**src/rtl/dest_reg_tracker_pkg.sv**
```systemverilog
`default_nettype none
// ============================================================================
//  Module   : dest_reg_tracker_pkg
//  Purpose  : Shared constants and types for the destination-register tracker:
//             default register address width, operand-forward select encodings
//             and pipeline entry field widths.
//  Revision : 1.0  initial release
// ============================================================================
package dest_reg_tracker_pkg;

    // Default register address width (32 architectural registers).
    localparam int REG_AW = 5;

    // Operand-forward select encoding seen by the EX-stage operand muxes.
    typedef logic [1:0] fwd_t;
    localparam fwd_t FWD_RF  = 2'b00;   // take operand from the register file
    localparam fwd_t FWD_WB  = 2'b01;   // take operand from the WB-stage result
    localparam fwd_t FWD_MEM = 2'b10;   // take operand from the MEM-stage result

    // Tracked entry is {valid, dest, load}.
    localparam int ENTRY_VALID_W = 1;
    localparam int ENTRY_LOAD_W  = 1;

endpackage : dest_reg_tracker_pkg
`default_nettype wire

```
**src/rtl/dest_reg_tracker_if.sv**
```systemverilog
`default_nettype none
// ============================================================================
//  Module   : dest_reg_tracker_if
//  Purpose  : Pipeline-side bundle of the destination-register tracker.
//  Ports    : master - pipeline control (drives EX/ID fields and freeze,
//                      receives forward selects, stall and WB address)
//             slave  - the tracker itself
//  Revision : 1.0  initial release
// ============================================================================
interface dest_reg_tracker_if
    import dest_reg_tracker_pkg::*;
#(
    parameter int REG_AW = dest_reg_tracker_pkg::REG_AW
);
    logic              freeze;
    logic [REG_AW-1:0] ex_dest;
    logic              ex_reg_write;
    logic              ex_mem_read;
    logic [REG_AW-1:0] ex_rs;
    logic [REG_AW-1:0] ex_rt;
    logic [REG_AW-1:0] id_rs;
    logic [REG_AW-1:0] id_rt;
    logic              id_uses_rs;
    logic              id_uses_rt;
    fwd_t              fwd_a;
    fwd_t              fwd_b;
    logic              stall;
    logic [REG_AW-1:0] mem_dest;
    logic [REG_AW-1:0] wb_dest;
    logic              wb_write;

    modport master (
        output freeze, ex_dest, ex_reg_write, ex_mem_read, ex_rs, ex_rt,
               id_rs, id_rt, id_uses_rs, id_uses_rt,
        input  fwd_a, fwd_b, stall, mem_dest, wb_dest, wb_write
    );

    modport slave (
        input  freeze, ex_dest, ex_reg_write, ex_mem_read, ex_rs, ex_rt,
               id_rs, id_rt, id_uses_rs, id_uses_rt,
        output fwd_a, fwd_b, stall, mem_dest, wb_dest, wb_write
    );

endinterface : dest_reg_tracker_if
`default_nettype wire

```
**src/rtl/dest_reg_tracker_stage.sv**
```systemverilog
`default_nettype none
// ============================================================================
//  Module   : dest_stage_reg
//  Purpose  : One pipeline entry {valid, dest, load}. Loads d_* when en is
//             high, holds otherwise; rst_n clears the entry synchronously.
//  Ports    : clk, rst_n (sync, active low), en,
//             d_valid/d_dest/d_load in, q_valid/q_dest/q_load out
//  Revision : 1.0  initial release
// ============================================================================
module dest_stage_reg #(
    parameter int REG_AW = 5
) (
    input  wire logic              clk,
    input  wire logic              rst_n,
    input  wire logic              en,
    input  wire logic              d_valid,
    input  wire logic [REG_AW-1:0] d_dest,
    input  wire logic              d_load,
    output logic                   q_valid,
    output logic      [REG_AW-1:0] q_dest,
    output logic                   q_load
);

    logic              r_valid;
    logic [REG_AW-1:0] r_dest;
    logic              r_load;

    always_ff @(posedge clk) begin
        if (!rst_n) begin
            r_valid <= 1'b0;
            r_dest  <= '0;
            r_load  <= 1'b0;
        end else if (en) begin
            r_valid <= d_valid;
            r_dest  <= d_dest;
            r_load  <= d_load;
        end
    end

    assign q_valid = r_valid;
    assign q_dest  = r_dest;
    assign q_load  = r_load;

endmodule : dest_stage_reg
`default_nettype wire

```
**src/rtl/dest_reg_tracker.sv**
```systemverilog
`default_nettype none
// ============================================================================
//  Module   : dest_reg_tracker
//  Purpose  : Carries the EX-stage write destination through MEM and WB,
//             produces EX operand-forward selects, the ID load-use stall and
//             the register-file write address, and counts stall cycles.
//  Ports    : clk          - clock, rising edge
//             rst_n        - synchronous reset, active low
//             bus          - dest_reg_tracker_if.slave (EX/ID inputs, freeze,
//                            fwd_a/fwd_b, stall, mem_dest, wb_dest, wb_write)
//             stall_count  - saturating count of stall cycles since reset
//  Revision : 1.0  initial release
// ============================================================================
module dest_reg_tracker
    import dest_reg_tracker_pkg::*;
#(
    parameter int REG_AW = dest_reg_tracker_pkg::REG_AW,
    parameter int CNT_W  = 16
) (
    input  wire logic             clk,
    input  wire logic             rst_n,
    dest_reg_tracker_if.slave     bus,
    output logic      [CNT_W-1:0] stall_count
);

    localparam logic [CNT_W-1:0] C_CNT_MAX = '1;

    logic              w_ex_valid;
    logic              w_shift;
    logic              w_mem_valid;
    logic [REG_AW-1:0] w_mem_dest;
    logic              w_mem_load;
    logic              w_wb_valid;
    logic [REG_AW-1:0] w_wb_dest;
    logic              w_wb_load;
    logic              w_stall;
    fwd_t              w_fwd_a;
    fwd_t              w_fwd_b;
    logic [CNT_W-1:0]  r_stall_count;

    // Writes to $0 are architecturally discarded, so they are never tracked.
    assign w_ex_valid = bus.ex_reg_write && (bus.ex_dest != '0);
    assign w_shift    = !bus.freeze;

    dest_stage_reg #(.REG_AW(REG_AW)) u_mem (
        .clk     (clk),
        .rst_n   (rst_n),
        .en      (w_shift),
        .d_valid (w_ex_valid),
        .d_dest  (bus.ex_dest),
        .d_load  (bus.ex_mem_read),
        .q_valid (w_mem_valid),
        .q_dest  (w_mem_dest),
        .q_load  (w_mem_load)
    );

    dest_stage_reg #(.REG_AW(REG_AW)) u_wb (
        .clk     (clk),
        .rst_n   (rst_n),
        .en      (w_shift),
        .d_valid (w_mem_valid),
        .d_dest  (w_mem_dest),
        .d_load  (w_mem_load),
        .q_valid (w_wb_valid),
        .q_dest  (w_wb_dest),
        .q_load  (w_wb_load)
    );

    // MEM wins over WB as it holds the younger result. A load in MEM has no
    // data yet, so it never forwards; the load-use stall keeps that case away.
    function automatic fwd_t fwd_sel(input logic [REG_AW-1:0] src);
        fwd_t sel;
        sel = FWD_RF;
        if (src != '0) begin
            if (w_mem_valid && !w_mem_load && (w_mem_dest == src))
                sel = FWD_MEM;
            else if (w_wb_valid && (w_wb_dest == src))
                sel = FWD_WB;
        end
        return sel;
    endfunction

    always_comb begin
        w_fwd_a = FWD_RF;
        w_fwd_b = FWD_RF;
        w_fwd_a = fwd_sel(bus.ex_rs);
        w_fwd_b = fwd_sel(bus.ex_rt);
    end

    // w_ex_valid already excludes $0, so a load to $0 never stalls.
    assign w_stall = bus.ex_mem_read && w_ex_valid &&
                     ((bus.id_uses_rs && (bus.id_rs == bus.ex_dest)) ||
                      (bus.id_uses_rt && (bus.id_rt == bus.ex_dest)));

    always_ff @(posedge clk) begin
        if (!rst_n) begin
            r_stall_count <= '0;
        end else if (w_stall && w_shift && (r_stall_count != C_CNT_MAX)) begin
            r_stall_count <= r_stall_count + 1'b1;
        end
    end

    assign bus.fwd_a    = w_fwd_a;
    assign bus.fwd_b    = w_fwd_b;
    assign bus.stall    = w_stall;
    assign bus.mem_dest = w_mem_dest;
    assign bus.wb_dest  = w_wb_dest;
    assign bus.wb_write = w_wb_valid;
    assign stall_count  = r_stall_count;

    logic w_unused;
    assign w_unused = w_wb_load;

endmodule : dest_reg_tracker
`default_nettype wire

```
**src/flat_wrapper.sv**
```systemverilog
// flat-port wrapper written by rule: the top's interface ports become plain ports
module dest_reg_tracker_flat import dest_reg_tracker_pkg::*;
#(
    parameter int REG_AW = dest_reg_tracker_pkg::REG_AW,
    parameter int CNT_W  = 16
)
  (clk, rst_n, stall_count, bus_freeze, bus_ex_dest, bus_ex_reg_write, bus_ex_mem_read, bus_ex_rs, bus_ex_rt, bus_id_rs, bus_id_rt, bus_id_uses_rs, bus_id_uses_rt, bus_fwd_a, bus_fwd_b, bus_stall, bus_mem_dest, bus_wb_dest, bus_wb_write);
  dest_reg_tracker_if #(.REG_AW(REG_AW)) bus_i ();
  input  wire logic clk;
  input  wire logic rst_n;
  output logic      [CNT_W-1:0] stall_count;
  input wire logic [$bits(bus_i.freeze)-1:0] bus_freeze;
  input wire logic [$bits(bus_i.ex_dest)-1:0] bus_ex_dest;
  input wire logic [$bits(bus_i.ex_reg_write)-1:0] bus_ex_reg_write;
  input wire logic [$bits(bus_i.ex_mem_read)-1:0] bus_ex_mem_read;
  input wire logic [$bits(bus_i.ex_rs)-1:0] bus_ex_rs;
  input wire logic [$bits(bus_i.ex_rt)-1:0] bus_ex_rt;
  input wire logic [$bits(bus_i.id_rs)-1:0] bus_id_rs;
  input wire logic [$bits(bus_i.id_rt)-1:0] bus_id_rt;
  input wire logic [$bits(bus_i.id_uses_rs)-1:0] bus_id_uses_rs;
  input wire logic [$bits(bus_i.id_uses_rt)-1:0] bus_id_uses_rt;
  output wire logic [$bits(bus_i.fwd_a)-1:0] bus_fwd_a;
  output wire logic [$bits(bus_i.fwd_b)-1:0] bus_fwd_b;
  output wire logic [$bits(bus_i.stall)-1:0] bus_stall;
  output wire logic [$bits(bus_i.mem_dest)-1:0] bus_mem_dest;
  output wire logic [$bits(bus_i.wb_dest)-1:0] bus_wb_dest;
  output wire logic [$bits(bus_i.wb_write)-1:0] bus_wb_write;
  assign bus_i.freeze = bus_freeze;
  assign bus_i.ex_dest = bus_ex_dest;
  assign bus_i.ex_reg_write = bus_ex_reg_write;
  assign bus_i.ex_mem_read = bus_ex_mem_read;
  assign bus_i.ex_rs = bus_ex_rs;
  assign bus_i.ex_rt = bus_ex_rt;
  assign bus_i.id_rs = bus_id_rs;
  assign bus_i.id_rt = bus_id_rt;
  assign bus_i.id_uses_rs = bus_id_uses_rs;
  assign bus_i.id_uses_rt = bus_id_uses_rt;
  assign bus_fwd_a = bus_i.fwd_a;
  assign bus_fwd_b = bus_i.fwd_b;
  assign bus_stall = bus_i.stall;
  assign bus_mem_dest = bus_i.mem_dest;
  assign bus_wb_dest = bus_i.wb_dest;
  assign bus_wb_write = bus_i.wb_write;
  dest_reg_tracker #(.REG_AW(REG_AW), .CNT_W(CNT_W)) u_core (.clk(clk), .rst_n(rst_n), .bus(bus_i), .stall_count(stall_count));
endmodule
```
**config.mk**
```make
export PLATFORM = sky130hd
export DESIGN_NAME = dest_reg_tracker_flat
export DESIGN_NICKNAME = d
export VERILOG_FILES = /design/src/rtl/dest_reg_tracker_pkg.sv /design/src/rtl/dest_reg_tracker_if.sv /design/src/rtl/dest_reg_tracker_stage.sv /design/src/rtl/dest_reg_tracker.sv /design/src/flat_wrapper.sv
export SDC_FILE = /design/constraint.sdc
export NUM_CORES = 1
export LEC_CHECK = 0
export ABC_AREA = 1
export ABC_CLOCK_PERIOD_IN_PS = 1400
export CORE_UTILIZATION = 43
export DETAILED_ROUTE_END_ITERATION = 8
export GPL_ROUTABILITY_DRIVEN = 0
export PLACE_DENSITY = 0.77
export SLEW_MARGIN = 25
export SYNTH_ARGS = -nofsm -noshare
export SYNTH_HDL_FRONTEND = slang
export SYNTH_HIERARCHICAL = 1
export SYNTH_SLANG_ARGS = --single-unit
```
**constraint.sdc**
```tcl
create_clock -name clk -period 1.4 [get_ports clk]
set_input_delay 0.28 -clock clk [delete_from_list [all_inputs] [get_ports clk]]
set_output_delay 0.28 -clock clk [all_outputs]
set_load 0.05 [all_outputs]
```
==> results by group, run 1 <==
Worst setup path
  – Crit path DAT: 1.65 ns
  – Kind of critical path: flop to output pin
  – Slowest stage delay, CP: 0.33 ns
  – Startpoint type of the worst setup path: flop
  – Worst setup EP type: output pin
  – Crit-path slowest cell: dfxtp_2
  – CP Max Fanout: 2
  – Critical Path RT: 1.12 ns
  – R2r startpoint: u_core/stall_count[1]
  – CP cell instances: inv_2 > nand2_4 > a21oi_2 > o2111ai_2 > nor4_2 > buf_4 > nor2b_4 > buf_12
  – Setup crit start: u_core/u_mem/q_load

Status
  – Status: finished with violations
  – Failing checks: setup timing

Clock tree
  – Clock Tree Root: clkbuf_8
  – Skew-Pair Late Insertion Delay: roughly 0.28 ns
  – CTS Buf Count: 5
  – CTS clk-pin slew, worst paths: about 0.060 ns
  – # clock sinks: 29
  – Htree depth: 2
  – CTS Buffer Depth: 2
  – Post-CTS Hold Buffers: 0
  – TritonCTS clock tree: yes

STA
  – Fin Hold WS: 0.311 ns
  – Clock Skews: about 0.0053 ns
  – F_max: a little over 500 MHz
  – Final setup violation count: 21
  – Post-route setup slack: -0.526 ns
  – Slew headroom: 0.754
  – Worst Tran Pin Value: approximately 0.37 ns
  – Tmin final: around 1.9 ns
  – RSZ-0062 raised after global routing: true
  – Final Max Tran Viols: 0
  – Final Hold Viols: 0
  – Period utilization: 1.38

Die
  – Initial core utilization: 0.459
  – Area of the die: roughly 0.005 sq mm
  – Die height: 70.9 microns
  – IO Pins: 64
  – Chip Width: roughly 71 microns
  – Core Region: 0.00444 sq mm
  – Rows: 24

Final layout
  – Share of cells above drive strength 1: 0.486
  – ANT cells: 0
  – Layout Nets: about 510
  – Area delta synth->final: 93.1%
  – Fillers: between 200 and 250

Power and ir drop
  – Max IR drop VDD: about 0.35 mV
  – Power density of the placed cells: 583 mW/mm^2
  – Leakage: roughly 1.8 nW
  – Total power draw: approximately 2.3 mW

Worst hold path
  – Hold path startpoint: bus_ex_dest[3]
  – Class of the worst hold path: primary input to flop

Global route
  – Overflow left after global routing: 0
  – First-pass GRT wire length: ~12 mm
  – Number of global-route vias before repair: between 2000 and 3000
  – GRT Util Overall: 0.298
  – Initial antenna violation count: 0
  – Largest net degree at the start of global routing: 30

Synthesis
  – Mapped Cells: 345
  – Synthesized area: 0.00204 sq mm
  – Avg Cell Area, Syn: around 5.9 sq um
  – Syn. warnings: 6
  – Syn_nets: 378

Routing
  – DR pass1 iterations: 7
  – DRC Markers: 0
  – Drt total wl: 9.18 mm
  – Via count: about 2900
  – Post-route ant nets: 0
  – DRT iter0 DRCs: slightly above 300
  – WL/cell: around 17 microns
  – Routed vias/inst: approximately 5.6

Place
  – Port bufs: between 60 and 70
  – DP Wirelength: about 4.7 mm

Job
  – Max-cap violations: 0
-- power by group --
part	switching, mW	leakage (nW)	internal (mW)
Sequential	0.0425	0.254	0.839
Clock	0.323	0.0455	0.400
Combinational	0.377	1.51	0.315
Total	0.743	1.80	1.55
-- worst max-delay path: cells and delay by family (launching register included) --
| kind | cells | cell delay (ns) |
|---|---|---|
| AND/OR/NAND/NOR | 3 | 0.40 |
| AO/OA/AOI/OAI | 2 | 0.26 |
| flip-flops | 1 | 0.33 |
| buffers and inverters | 3 | 0.38 |
-- metal layers --
layer / GRT usage / part of all wire / vias up
met4: 0.118 / 0.040 / 0
met3: 0.0499 / 0.073 / 47
met1: 0.342 / 0.38 / 1375
met5: 0 / 0 / -
li1: - / - / 1316
met2: 0.547 / 0.51 / 206
-- path summary, 6_finish.rpt --
kind                                               end  slack [ns]  cells past startpoint
worst min-delay path            u_core/u_mem/q_dest[3]        0.31                      5
worst max-delay path                      bus_fwd_a[1]       -0.53                      8
worst min register to register     u_core/u_mem/q_load        0.52                      2
worst max register to register  u_core/stall_count[10]       -0.24                      9
-- stage by stage --
| stage | setup TNS [ns] | std cells | setup WS (ns) | util | instance area, sq um |
|---|---|---|---|---|---|
| 6_report | -3.54 | 525 | -0.526 | 0.886 | 3940 |
| 2_1_floorplan | -1.23 | 345 | -0.252 | - | 2200 |
| 3_5_place_dp | -13.67 | 504 | -0.661 | 0.798 | 3540 |
| 4_1_cts | -1.80 | 519 | -0.534 | 0.836 | 3720 |
| 3_3_place_gp | -11.68 | 504 | -0.558 | 0.798 | 3540 |
| 5_1_grt | -4.74 | 525 | -0.593 | 0.886 | 3940 |
-- cells in the final DEF, fill, tap and decap left out, types with 9 or more instances in the layout --
cell type and n:
buf_12 33, buf_4 54, buf_6 11, dfxtp_2 14
dfxtp_4 15, dlygate4sd2_1 11, inv_1 36, inv_2 16
nand2_1 93, nand2_2 14, nand4_1 9, nor2_1 66
nor2_2 12, nor2_4 11
-- layout make-up --
class / instances / area (sq um) / share of cell area
Timing Repair Buffer: 122 / 1400 / 0.355
Tap cell: 52 / 65.1 / 0.0165
Multi-Input combinational cell: 259 / 1520 / 0.385
Clock buffer: 8 / 90.1 / 0.0229
Sequential cell: 29 / 654 / 0.166
Inverter: 55 / 216 / 0.0550
-- flip-flops by register name, summed over array words and instances (netlist names) --
register / flops
u_core/u_wb/q_valid: 1
u_core/u_wb/q_dest: 5
u_core/u_mem/q_load: 1
u_core/u_mem/q_valid: 1
u_core/stall_count: 16
u_core/u_mem/q_dest: 5
-- timing repair --
| item | 4_1_cts | 5_1_grt |
|---|---|---|
| buffers inserted | 6 | 5 |
| cloned | 1 | 1 |
| pin swaps | 45 | 53 |
| endpoints found under the setup margin | 21 | 21 |
| gates resized for setup | 109 | 55 |
(Power assumes the default switching activity.)
==> run 2, diff against run 1 <==
Settings changed: CORE_MARGIN set to 1.5, MAX_ROUTING_LAYER set to met4.
==> run 2 against run 1 <==
  * The run still ends with setup timing left
  * Highest routed layer unchanged
  * Sequential cell count unchanged
  * Final area down 1.4%
  * Via count down 3.3%
  * Clock skew up 0.0040 ns
  * Global-route usage up 2.2 points
  * Fmax down 2.5%
  * Largest cell class unchanged
  * Critical endpoint unchanged
  * Sequential share of layout area up 0.24 points
  * Register-to-register slack better by 0.05 ns
  * Routed wire length down 7.2%
==> results by group, run 2 (synthesized netlist as in run 1, its figures left out) <==
STA
  – Clock Skews: 0.00932 ns (+0.00401 ns)
  – Final Hold Viols: 0 (unchanged)
  – RSZ-0062 raised after global routing: true
  – Slew headroom: 0.748 (-0.00562)
  – Tmin final: 1.97 ns (+0.0484 ns)
  – F_max: 507 MHz (-2.5%)
  – Post-route setup slack: -0.574 ns (-0.0484 ns)
  – Fin Hold WS: 0.299 ns (-0.0125 ns)
  – Period utilization: 1.41 (+0.0346)
  – Setup TNS: -3.53 ns (+0.00962 ns)
  – Final setup violation count: 20 (-4.8%)
  – Final Max Tran Viols: 0 (unchanged)
  – Worst Tran Pin Value: 0.377 ns (+0.00842 ns)

Final layout
  – Share of cells above drive strength 1: 0.478 (-0.00855)
  – Layout Nets: 503 (-0.40%)
  – Area delta synth->final: 90.3%
  – ANT cells: 0 (unchanged)
  – Max FFs per register: 16 (unchanged)
  – Fillers: 213 (unchanged)
  – Final core utilization: 0.873 (-0.0127)
  – Most frequent cells in the layout: nand2_1, nor2_1, buf_4, inv_1, buf_12
  – Final Cell Area: 0.00388 sq mm (-1.4%)
  – Post-route insts no fill: 523 (-0.38%)
  – Commonest non-fill, non-tap cell in the layout: nand2_1

Worst hold path
  – Hold endpoint: u_core/u_mem/q_dest[3]
  – Class of the worst hold path: primary input to flop
  – WHS Path Cells: 5 (unchanged)
  – Hold path startpoint: bus_ex_dest[3]

Power and ir drop
  – Total power draw: 2.28 mW (-0.92%)
  – Max IR drop VDD: 0.367 mV (+4.0%)
  – Power density of the placed cells: 586 mW/mm^2 (+0.52%)
  – Leakage: 1.81 nW (+0.26%)

Worst setup path
  – Crit path DAT: 1.69 ns (+0.04 ns)
  – Reg2Reg Depth: 11 (+2)
  – Crit path depth: 8 (unchanged)
  – CP cell instances: inv_2 > nor2_1 > inv_1 > o2111ai_2 > nor4_2 > buf_4 > nor2b_4 > buf_12
  – R2r startpoint: u_core/stall_count[1]
  – Crit-path slowest cell: dfxtp_4
  – Startpoint type of the worst setup path: flop
  – Crit path buffers/inverters: 4 (+1)
  – Slowest stage delay, CP: 0.35 ns (+0.02 ns)
  – CP Max Fanout: 3 (+1)
  – Top delay family on crit path: buffers and inverters
  – Worst setup EP type: output pin
  – Critical Path RT: 1.12 ns (about the same)
  – Reg2Reg Setup Slack: -0.19 ns (+0.05 ns)
  – Worst flop-to-flop path endpoint: u_core/stall_count[12]
  – Kind of critical path: flop to output pin

Routing
  – Routed vias/inst: 5.44 (-3.0%)
  – DRC Markers: 0 (unchanged)
  – WL/cell: 16.3 microns (-6.9%)
  – DR pass1 iterations: 7 (unchanged)
  – Via count: 2846 (-3.3%)
  – Post-route ant nets: 0 (unchanged)
  – Drt total wl: 8.52 mm (-7.2%)
  – DRT iter0 DRCs: 203 (-35%)

Place
  – Post-Place Cell Area: 0.00354 sq mm (unchanged)
  – Post-placement cell count: 504 (unchanged)
  – Port bufs: 63 (unchanged)
  – DP Wirelength: 4.84 mm (+2.8%)
  – Pre-CTS setup slack: -0.669 ns (-0.00774 ns)

Die
  – Rows: 24 (unchanged)
  – Area of the die: 0.00517 sq mm (+2.8%)
  – Die height: 71.9 microns (+1.4%)
  – IO Pins: 64 (unchanged)
  – Core Region: 0.00444 sq mm (unchanged)
  – Initial core utilization: 0.459 (unchanged)
  – Chip Width: 71.9 microns (+1.4%)

Clock tree
  – # clock sinks: 29 (unchanged)
  – Clock Tree Root: clkbuf_8
  – Skew-Pair Late Insertion Delay: 0.29 ns (about the same)
  – CTS Buf Count: 5 (unchanged)
  – Post-CTS Hold Buffers: 0 (unchanged)
  – CTS clk-pin slew, worst paths: 0.06 ns (about the same)
  – Htree depth: 2 (unchanged)
  – TritonCTS clock tree: yes
  – CTS Buffer Depth: 2 (unchanged)

Status
  – Status: finished with violations
  – Failing checks: setup timing

Global route
  – Initial antenna violation count: 0 (unchanged)
  – Overflow left after global routing: 0 (unchanged)
  – Largest net degree at the start of global routing: 30 (unchanged)
  – GRT Util Overall: 0.320 (+0.0221)
  – First-pass GRT wire length: 12.6 mm (+6.6%)
  – Number of global-route vias before repair: 2763 (+4.7%)

Job
  – Max-cap violations: 0 (unchanged)
-- run 2: cell count changes in the layout (fill, tap and decap cells not counted), moves of 2 or more --
cell	change
nor2_2	+5
nand2_1	+3
nor2_1	-3
buf_2	+2
buf_4	-2
dlymetal6s2s_1	+2
inv_1	+2
nand2_4	-2
nand3_2	-2
nor2_4	-2
o22ai_2	+2
-- run 2: final cells by class --
class / count / area [sq um] / area share
clock buffers: 8 / 90.1 / 0.0232
well taps: 52 / 65.1 / 0.0168
repair buffers: 121 / 1380 / 0.356
flip-flops and latches: 29 / 654 / 0.169
inverters: 55 / 209 / 0.0538
multi-input cells: 258 / 1480 / 0.381
-- run 2: worst reg2reg max path: cells and delay by family (launching register included) --
kind | cells | cell delay, ns
flops | 1 | 0.36
fa+ha+maj | 1 | 0.14
simple gates | 8 | 0.78
buf+inv | 2 | 0.19
-- run 2: worst max-delay path by stage --
stage	start	to
floorplan	u_core/u_mem/q_dest[4]	bus_fwd_a[1]
global placement	bus_ex_dest[0]	u_core/stall_count[14]
detailed placement	bus_ex_rs[3]	bus_fwd_a[1]
CTS	u_core/u_mem/q_load	bus_fwd_a[1]
global route	u_core/u_mem/q_dest[0]	bus_fwd_a[1]
finish	u_core/u_mem/q_dest[0]	bus_fwd_a[1]
-- run 2: routing by layer --
layer,vias to the layer above,share of wire,track usage
met5,-,0,-
met1,1291,0.37,0.355
met3,46,0.083,0.0591
met4,0,0.047,0.168
met2,196,0.50,0.543
li1,1313,-,-
-- run 2: repair_timing --
| item | in CTS | in global routing |
|---|---|---|
| endpoints found under the setup margin | 21 | 22 |
| cloned | 1 | 0 |
| resized for setup | 112 | 39 |
| pin swaps | 47 | 36 |
| buffers inserted | 9 | 3 |
-- run 2: power breakdown --
part / internal, mW / leakage, nW / switching (mW) / total [mW]
Clock: 0.401 / 0.0455 / 0.335 / 0.736
Sequential: 0.839 / 0.254 / 0.0369 / 0.875
Combinational: 0.305 / 1.51 / 0.360 / 0.665
